==> config.mk <==
export PLATFORM = sky130hd
export DESIGN_NAME = hamming74_serial_encoder_flat
export DESIGN_NICKNAME = d
export VERILOG_FILES = /design/src/rtl/hamming74_pkg.sv /design/src/rtl/hamming74_serial_encoder_if.sv /design/src/rtl/hamming74_encode_core.sv /design/src/rtl/hamming74_serial_encoder.sv /design/src/flat_wrapper.sv
export SDC_FILE = /design/constraint.sdc
export NUM_CORES = 1
export LEC_CHECK = 0
export BUFFER_PORTS_ARGS = -buffer_cell sky130_fd_sc_hd__buf_4
export CORE_UTILIZATION = 57
export CTS_CLUSTER_DIAMETER = 30
export DETAILED_ROUTE_END_ITERATION = 10
export PLACE_DENSITY_LB_ADDON = 0.2
export RECOVER_POWER = 25
export SYNTH_ARGS = -nofsm -noshare
export SYNTH_HDL_FRONTEND = slang
export SYNTH_HIERARCHICAL = 1
export SYNTH_SLANG_ARGS = --single-unit
==> constraint.sdc <==
create_clock -name clk -period 2.9 [get_ports clk]
set_input_delay 0.29 -clock clk [delete_from_list [all_inputs] [get_ports clk]]
set_output_delay 0.29 -clock clk [all_outputs]
set_load 0.02 [all_outputs]
==> src/rtl/hamming74_pkg.sv <==
// Shared Hamming(7,4) definitions: codeword geometry, parity equations and the
// serial encoder state encoding. Also imported by the decoder syndrome logic.
package hamming74_pkg;

    localparam int CW_BITS   = 7;
    localparam int DATA_BITS = 4;

    typedef enum logic {
        IDLE  = 1'b0,
        SHIFT = 1'b1
    } tx_state_e;

    // Even parity bits returned as {p4, p2, p1}.
    function automatic logic [2:0] hamming74_parity(input logic [DATA_BITS-1:0] d);
        logic p1, p2, p4;
        p1 = d[0] ^ d[1] ^ d[3];
        p2 = d[0] ^ d[2] ^ d[3];
        p4 = d[1] ^ d[2] ^ d[3];
        return {p4, p2, p1};
    endfunction

endpackage

==> src/rtl/hamming74_serial_encoder_if.sv <==
// Nibble handshake plus serial link signals of the Hamming(7,4) transmitter.
// The master is the nibble source / link observer, the slave is the encoder.
interface hamming74_serial_encoder_if
    import hamming74_pkg::*;
();
    logic [DATA_BITS-1:0] data_in;
    logic                 data_valid;
    logic                 data_ready;
    logic                 tx_out;
    logic                 tx_frame;
    logic                 tx_done;

    modport master (
        output data_in, data_valid,
        input  data_ready, tx_out, tx_frame, tx_done
    );

    modport slave (
        input  data_in, data_valid,
        output data_ready, tx_out, tx_frame, tx_done
    );
endinterface

==> src/rtl/hamming74_encode_core.sv <==
// Combinational Hamming(7,4) encoder: cw index = Hamming position - 1,
// so cw = {d3, d2, d1, p4, d0, p2, p1}.
module hamming74_encode_core
    import hamming74_pkg::*;
(
    input  logic [DATA_BITS-1:0] data,
    output logic [CW_BITS-1:0]   cw
);
    logic [2:0] parity;

    assign parity = hamming74_parity(data);
    assign cw     = {data[3], data[2], data[1], parity[2], data[0], parity[1], parity[0]};

endmodule

==> src/rtl/hamming74_serial_encoder.sv <==
// Serial Hamming(7,4) transmitter: accepts a nibble, then shifts the 7-bit
// codeword out LSB-first, holding each bit for CLKS_PER_BIT clocks.
module hamming74_serial_encoder
    import hamming74_pkg::*;
#(
    parameter int unsigned CLKS_PER_BIT = 1
) (
    input  logic                           clk,
    input  logic                           rst_n,
    input  logic                           ena,
    hamming74_serial_encoder_if.slave      bus
);
    localparam logic [7:0] TIMER_LAST = 8'(CLKS_PER_BIT - 1);
    localparam logic [2:0] IDX_LAST   = 3'(CW_BITS - 1);

    tx_state_e            state_q, state_d;
    logic [CW_BITS-1:0]   cw_q, cw_d, cw_enc;
    logic [2:0]           bit_idx_q, bit_idx_d, bit_idx_nxt;
    logic [7:0]           bit_timer_q, bit_timer_d;
    logic                 tx_out_q, tx_out_d;
    logic                 tx_frame_q, tx_frame_d;
    logic                 bit_last, frame_last, accept;

    hamming74_encode_core u_encode_core (
        .data (bus.data_in),
        .cw   (cw_enc)
    );

    // The final frame cycle doubles as an accept slot so frames can abut.
    assign bit_last    = (state_q == SHIFT) && (bit_timer_q == TIMER_LAST);
    assign frame_last  = bit_last && (bit_idx_q == IDX_LAST);
    assign accept      = ena && bus.data_valid && ((state_q == IDLE) || frame_last);
    assign bit_idx_nxt = bit_idx_q + 3'd1;

    assign bus.data_ready = ena && ((state_q == IDLE) || frame_last);
    assign bus.tx_done    = ena && frame_last;
    assign bus.tx_out     = tx_out_q;
    assign bus.tx_frame   = tx_frame_q;

    always_comb begin
        // NOTE: every signal gets a hold default first so no path infers a latch.
        state_d     = state_q;
        cw_d        = cw_q;
        bit_idx_d   = bit_idx_q;
        bit_timer_d = bit_timer_q;
        tx_out_d    = tx_out_q;
        tx_frame_d  = tx_frame_q;

        if (ena) begin
            if (accept) begin
                state_d     = SHIFT;
                cw_d        = cw_enc;
                bit_idx_d   = '0;
                bit_timer_d = '0;
                tx_out_d    = cw_enc[0];
                tx_frame_d  = 1'b1;
            end else if (frame_last) begin
                state_d     = IDLE;
                bit_idx_d   = '0;
                bit_timer_d = '0;
                tx_out_d    = 1'b0;
                tx_frame_d  = 1'b0;
            end else if (bit_last) begin
                bit_timer_d = '0;
                bit_idx_d   = bit_idx_nxt;
                tx_out_d    = cw_q[bit_idx_nxt];
            end else if (state_q == SHIFT) begin
                bit_timer_d = bit_timer_q + 8'd1;
            end
        end
    end

    // NOTE: sequential state uses non-blocking assignments so all flops update together.
    always_ff @(posedge clk or negedge rst_n) begin
        if (!rst_n) begin
            state_q     <= IDLE;
            cw_q        <= '0;
            bit_idx_q   <= '0;
            bit_timer_q <= '0;
            tx_out_q    <= 1'b0;
            tx_frame_q  <= 1'b0;
        end else begin
            state_q     <= state_d;
            cw_q        <= cw_d;
            bit_idx_q   <= bit_idx_d;
            bit_timer_q <= bit_timer_d;
            tx_out_q    <= tx_out_d;
            tx_frame_q  <= tx_frame_d;
        end
    end

endmodule

==> src/flat_wrapper.sv <==
// flat-port wrapper written by rule: the top's interface ports become plain ports
module hamming74_serial_encoder_flat import hamming74_pkg::*;
#(
    parameter int unsigned CLKS_PER_BIT = 1
)
  (clk, rst_n, ena, bus_data_in, bus_data_valid, bus_data_ready, bus_tx_out, bus_tx_frame, bus_tx_done);
  hamming74_serial_encoder_if bus_i ();
  input  logic clk;
  input  logic rst_n;
  input  logic ena;
  input wire logic [$bits(bus_i.data_in)-1:0] bus_data_in;
  input wire logic [$bits(bus_i.data_valid)-1:0] bus_data_valid;
  output wire logic [$bits(bus_i.data_ready)-1:0] bus_data_ready;
  output wire logic [$bits(bus_i.tx_out)-1:0] bus_tx_out;
  output wire logic [$bits(bus_i.tx_frame)-1:0] bus_tx_frame;
  output wire logic [$bits(bus_i.tx_done)-1:0] bus_tx_done;
  assign bus_i.data_in = bus_data_in;
  assign bus_i.data_valid = bus_data_valid;
  assign bus_data_ready = bus_i.data_ready;
  assign bus_tx_out = bus_i.tx_out;
  assign bus_tx_frame = bus_i.tx_frame;
  assign bus_tx_done = bus_i.tx_done;
  hamming74_serial_encoder #(.CLKS_PER_BIT(CLKS_PER_BIT)) u_core (.clk(clk), .rst_n(rst_n), .ena(ena), .bus(bus_i));
endmodule
Word level (Yosys, flattened, before mapping)
Cells that the tools add are included.

cells by class
  eq/ne operators = 1
  multiplexer cells = 14
  bitwise logic cells = 7
  magnitude comparators = 1
  reduce and logical (&&, ||, !) cells = 15
  add/subtract/negate cells = 2

operators by type and width
  operator                                                    count
  2-to-1 mux 8 bit                                            4
  2-to-1 mux 3 bit                                            3
  adder 8 x 1 -> 8 bit, second input constant                 1
  logical NOT 8 bit                                           1
  AND reduction 2 bit                                         4
  logical AND 1 bit                                           6
  2-to-1 mux 1 bit                                            6
  XOR 1 bit                                                   6
  less-than comparator 3 x 4 -> 1 bit, second input constant  1
  nonzero test 4 bit                                          1
  adder 3 x 1 -> 3 bit, second input constant                 1
  binary-select mux 1 bit (select 3 bit)                      1
  equality test 3 bit, second input constant                  1
  nonzero test 3 bit                                          1
  nonzero test 2 bit                                          1
  logical OR 1 bit                                            1
  NOT 1 bit                                                   1

storage, ports and cells
  register bits after elaboration = 20
  word-level logic and storage cells = 45
  output and inout bits = 4

Logic depth before layout (Yosys ltp)
  word-level depth = 7
  mapped depth = 7
  gate-level depth less buffers = 6

Modules after synthesis
Netlist, hierarchy kept.

modules (own cells, without submodules)
  module                    area an instance (sq um)  times used  seq. area each (sq um)  cells each
  hamming74_serial_encoder  1129.8                    1           500.5                   101
  hamming74_encode_core     101.3                     1           0.0                     7

Worst setup path after synthesis
No wires, ideal clock.

  path kind = flip-flop to flip-flop
  start point = register u_core.bit_timer_q[0]
  end point = register u_core.cw_q[1]
  required time = 2.775 ns
  path buffers = 1
  setup time = 0.125 ns
  period minus slack after synthesis = 2.034 ns
  arrival = 1.909 ns
  setup slack = 0.866 ns
  cell stages (with the launch flop) = 8
  cell sequence = dfrtp_1 -> inv_1 -> ha_1 -> or3b_2 -> o31ai_4 -> and3_4 -> buf_12 -> mux2_4

on the way
  cells in the longest elaborated chain, start to end = 6

RTL lines
  what                           RTL line                        text
  from (decl)                    hamming74_serial_encoder.sv:19  logic [7:0] bit_timer_q, bit_timer_d;
  from (signal assigned)         hamming74_serial_encoder.sv:86  bit_timer_q <= bit_timer_d;
  logical NOT 8 bit              hamming74_serial_encoder.sv:30  assign bit_last = (state_q == SHIFT) && (bit_timer_q == TIMER_LAST);
  logical AND 1 bit              hamming74_serial_encoder.sv:30
  logical AND 1 bit              hamming74_serial_encoder.sv:31  assign frame_last = bit_last && (bit_idx_q == IDX_LAST);
  logical OR 1 bit               hamming74_serial_encoder.sv:32  assign accept = ena && bus.data_valid && ((state_q == IDLE) || frame_last);
  logical AND 1 bit              hamming74_serial_encoder.sv:32
  AND reduction 2 bit (no line)  --
  to (signal assigned)           hamming74_serial_encoder.sv:84  cw_q <= cw_d;
  to (decl)                      hamming74_serial_encoder.sv:17  logic [CW_BITS-1:0] cw_q, cw_d, cw_enc;

Every way passes these cells.
A chain may end at the register's enable or synchronous reset.

Worst setup path in the final report
  start point = register u_core.bit_timer_q[0]
  end point = output port bus_data_ready

on the way
  cells in the longest elaborated chain, start to end = 5

RTL lines
  what               RTL line                        text
  logical NOT 8 bit  hamming74_serial_encoder.sv:30
  logical AND 1 bit  hamming74_serial_encoder.sv:30
  logical AND 1 bit  hamming74_serial_encoder.sv:31
  logical OR 1 bit   hamming74_serial_encoder.sv:35  assign bus.data_ready = ena && ((state_q == IDLE) || frame_last);
  logical AND 1 bit  hamming74_serial_encoder.sv:35
  to (decl)          flat_wrapper.sv:13              output wire logic [$bits(bus_i.data_ready)-1:0] bus_data_ready;

Every way passes these cells.

==> metrics <==
outcome=finished, final reports clean; vias per inst=5.514; kind of capture point of the worst setup path=primary output; reported max-cap violation count=0; synth warn=6; CTS tree=yes; vias in the first global route=a little over 800; achievable frequency=0.4281 GHz; final period demand of the worst path=2336 ps; Relative slew margins=approximately 25%; worst slew pin tran=1126 ps; buffer depth of the longest clock path=2; number of remaining DRC errors=0; largest cells by area after synthesis=sky130_fd_sc_hd__dfrtp_1 41%, sky130_fd_sc_hd__mux2_4 7.3%, sky130_fd_sc_hd__xor3_1 5.8%; Antenna Nets Post-Route=0; Total Neg Setup Slack=0 ps; buffer type at the clock tree root=sky130_fd_sc_hd__clkbuf_4; Mean Syn Cell Area=around 11 um^2; part of the Yosys area used for sequential elements=between 40% and 50%; fraction of final layout cells sized beyond drive strength 1=21.74%; Min-Delay Path Class=in -> reg; share of the clock period used by the worst path=80.56%; die outline height=48.48 um; Top-Level Pins=12; critical path type=reg -> out; number of placement rows=16; worst IR drop on VDD=~0.64 mV; final net count=between 100 and 150; area share of the largest cell type after synthesis=40.65%; final slew viol count=0; synthesized area=approximately 1200 um^2; detailed-route wire length per cell=between 15 and 20 um; GRT met3 Usage=approximately 7%; cell with the most instances after synthesis=sky130_fd_sc_hd__dfrtp_1; core region area=roughly 2000 um^2; library cell occupying the most area in the post-synthesis netlist=sky130_fd_sc_hd__dfrtp_1; die outline width=48.48 um; area growth from synthesis to layout=6.809%; fraction of met2 tracks used by global routing=33.57%; routed via count=783; synthesized instance count=108; Antenna Diode Count=0; detailed placer's ending HPWL=approximately 1.6 mm; Total Routed Length=2.182 mm; cts repair resizes=0; number of clock buffers inserted by TritonCTS=3; nets in the synthesized netlist=120; CTS Sinks=20; wire length of the first global-routing pass=roughly 4 mm; initial antenna violation count=0; Power Dens Cells=859.4 nW/um^2; reg-to-reg critical path endpoint=u_core/cw_q[6]$_DFFE_PN0P_; most common library cells after synthesis=20 x sky130_fd_sc_hd__dfrtp_1, 9 x sky130_fd_sc_hd__nand2_1, 8 x sky130_fd_sc_hd__nor2_1, 6 x sky130_fd_sc_hd__mux2_4, 6 x sky130_fd_sc_hd__xnor2_1; largest net degree at the start of global routing=21; number of register bits inferred by synthesis=20; total iterations of the first detailed-routing run=4; critical path required time=2610 ps; Clock Latency Late Sink=290 ps; Hold Vio Cnt, Final=0; async set-reset flop share out of synthesis=between 90% and 100%; Critical Path End=bus_data_ready; global route hottest layer=met2; count of flip-flops with a built-in enable after synthesis=0; overall routing resource usage=22.43%; most common flop cell mapped by yosys=sky130_fd_sc_hd__dfrtp_1; Arr. time, crit path=2050 ps; met1 Track Usage GR=33.06%; CTS clk-pin slew, worst paths=110 ps; Worst setup SP type=flip-flop; setup repair after global routing missed its margin=no; Crit Path Max Fanout=5; Port-buffer cells=11; Netlist cell types=38; cells on worst reg2reg path=6; effective utilization at floorplan=between 60% and 70%; launch instance of the worst min-delay path=bus_data_in[1]; worst clock skew on the final layout=7.866 ps; number of fillers in the final layout=roughly 160; critical path startpoint=u_core/bit_timer_q[0]$_DFFE_PN0P_; total grt overflow=0; count of routing violations after the opening detailed-route iteration=15; total chip power=around 1.1 mW; worst setup slack for register-to-register paths=700 ps; final weighted congestion in routability-driven placement=between 0.8 and 0.9; total of endpoints with negative setup slack in the final report=0; H-Tree Level Count=1; area of the die=2350 um^2; launch instance of the worst register-to-register path=u_core/bit_timer_q[0]$_DFFE_PN0P_; leakage power=0.6226 nW
-- cells in the final DEF, fill, tap and decap left out --
cell type / netlist / final
sky130_fd_sc_hd__a21o_1: 2 / 2
sky130_fd_sc_hd__and2b_1: 1 / 1
sky130_fd_sc_hd__clkbuf_1: 3 / 1
sky130_fd_sc_hd__ha_1: 4 / 4
sky130_fd_sc_hd__mux4_2: 1 / 1
sky130_fd_sc_hd__a22o_1: 2 / 2
sky130_fd_sc_hd__mux2_2: 1 / 1
sky130_fd_sc_hd__buf_4: 4 / 10
sky130_fd_sc_hd__mux2_4: 6 / 6
sky130_fd_sc_hd__nor2_1: 8 / 8
sky130_fd_sc_hd__a21oi_1: 2 / 2
sky130_fd_sc_hd__or4_4: 1 / 1
sky130_fd_sc_hd__nand2b_1: 1 / 1
sky130_fd_sc_hd__o31ai_4: 1 / 1
sky130_fd_sc_hd__mux2i_1: 4 / 4
sky130_fd_sc_hd__xnor2_1: 6 / 6
sky130_fd_sc_hd__nor2b_1: 1 / 1
sky130_fd_sc_hd__o21ai_1: 1 / 1
sky130_fd_sc_hd__nor4_1: 1 / 1
sky130_fd_sc_hd__and4_1: 1 / 1
sky130_fd_sc_hd__or2_1: 1 / 1
sky130_fd_sc_hd__nand4bb_1: 1 / 1
sky130_fd_sc_hd__xor3_1: 3 / 3
sky130_fd_sc_hd__clkbuf_4: 0 / 3
sky130_fd_sc_hd__or3b_2: 1 / 1
sky130_fd_sc_hd__nor3b_1: 1 / 1
sky130_fd_sc_hd__inv_1: 5 / 5
sky130_fd_sc_hd__and3_4: 1 / 1
sky130_fd_sc_hd__nand2_1: 9 / 9
sky130_fd_sc_hd__and3_1: 1 / 1
sky130_fd_sc_hd__a211o_1: 2 / 2
sky130_fd_sc_hd__o21bai_1: 1 / 1
sky130_fd_sc_hd__and2_1: 3 / 3
sky130_fd_sc_hd__o21ai_0: 2 / 2
sky130_fd_sc_hd__dlygate4sd3_1: 0 / 1
sky130_fd_sc_hd__nand3_1: 2 / 2
sky130_fd_sc_hd__o2bb2ai_1: 1 / 1
sky130_fd_sc_hd__dfrtp_1: 20 / 20
sky130_fd_sc_hd__nor3_1: 2 / 2
-- where the power goes --
group          internal [mW]  switching (mW)  total [mW]
sequential             0.374          0.0842       0.458
combinational          0.291           0.253       0.543
clock                 0.0483          0.0811       0.129
total                  0.712           0.418        1.13
-- worst max-delay path, stage by stage (launching register included) --
cell and delay (ps):
sky130_fd_sc_hd__dfrtp_1 440, sky130_fd_sc_hd__inv_1 80, sky130_fd_sc_hd__ha_1 130, sky130_fd_sc_hd__or3b_2 500, sky130_fd_sc_hd__o31ai_4 290, sky130_fd_sc_hd__and2_1 170
sky130_fd_sc_hd__buf_4 130
-- stage by stage --
step,cells,util [%],instance area (um^2),hold slack [ps],worst slack (ps)
floorplan,108,-,1231,-5.591,865.6
global placement,138,64.25,1286,181.4,788.4
detailed placement,138,64.25,1286,187.1,734.0
CTS,142,65.88,1319,239.3,554.8
global route,142,65.69,1315,239.3,463.0
finish,142,65.69,1315,257.5,563.8
-- state kept, by name, summed over array words and instances, names as in the netlist --
name,cells
u_core/bit_timer_q,8
u_core/cw_q,7
u_core/bit_idx_q,3
u_core/bus.tx_out,1
u_core/state_q,1
-- cell families (layout without fill, tap and decap cells) --
family,Yosys count,count (layout),share of synthesized area (%)
compound gates,14,14,9.147
fa+ha+maj,4,4,4.065
simple gates,36,36,16.26
xor+xnor,9,9,10.06
flops,20,20,40.65
mux,12,12,13.31
buf+inv,13,20,6.504
-- worst min path at each step --
stage | endpoint | cells past startpoint
floorplan | u_core/bit_idx_q[0]$_DFFE_PN0P_ | 0
global placement | u_core/cw_q[3]$_DFFE_PN0P_ | 1
detailed placement | u_core/cw_q[6]$_DFFE_PN0P_ | 1
CTS | u_core/cw_q[4]$_DFFE_PN0P_ | 2
global route | u_core/cw_q[4]$_DFFE_PN0P_ | 2
finish | u_core/cw_q[4]$_DFFE_PN0P_ | 2
-- area by class of cell --
type | count | area, um^2 | area share (%)
Clock buffer | 3 | 22.52 | 1.713
Inverter | 5 | 18.77 | 1.427
Tap cell | 27 | 33.78 | 2.569
Sequential cell | 20 | 500.5 | 38.06
Timing Repair Buffer | 12 | 88.84 | 6.755
Multi-Input combinational cell | 75 | 650.6 | 49.48
-- what timing repair did --
| action | 4_1_cts | 5_1_grt |
|---|---|---|
| endpoints found under the hold margin | 20 | 0 |
| hold buffers | 1 | 0 |
| buffers inserted | 0 | 0 |
| setup endpoints to repair | 0 | 0 |
-- per-layer routing --
layer  vias up  part of all wire, %
met4         0                 0.60
met2        15                   43
met5         -                    0
li1        387                    -
met1       379                   52
met3         2                  3.8
Power figures use the tool's default switching activity.
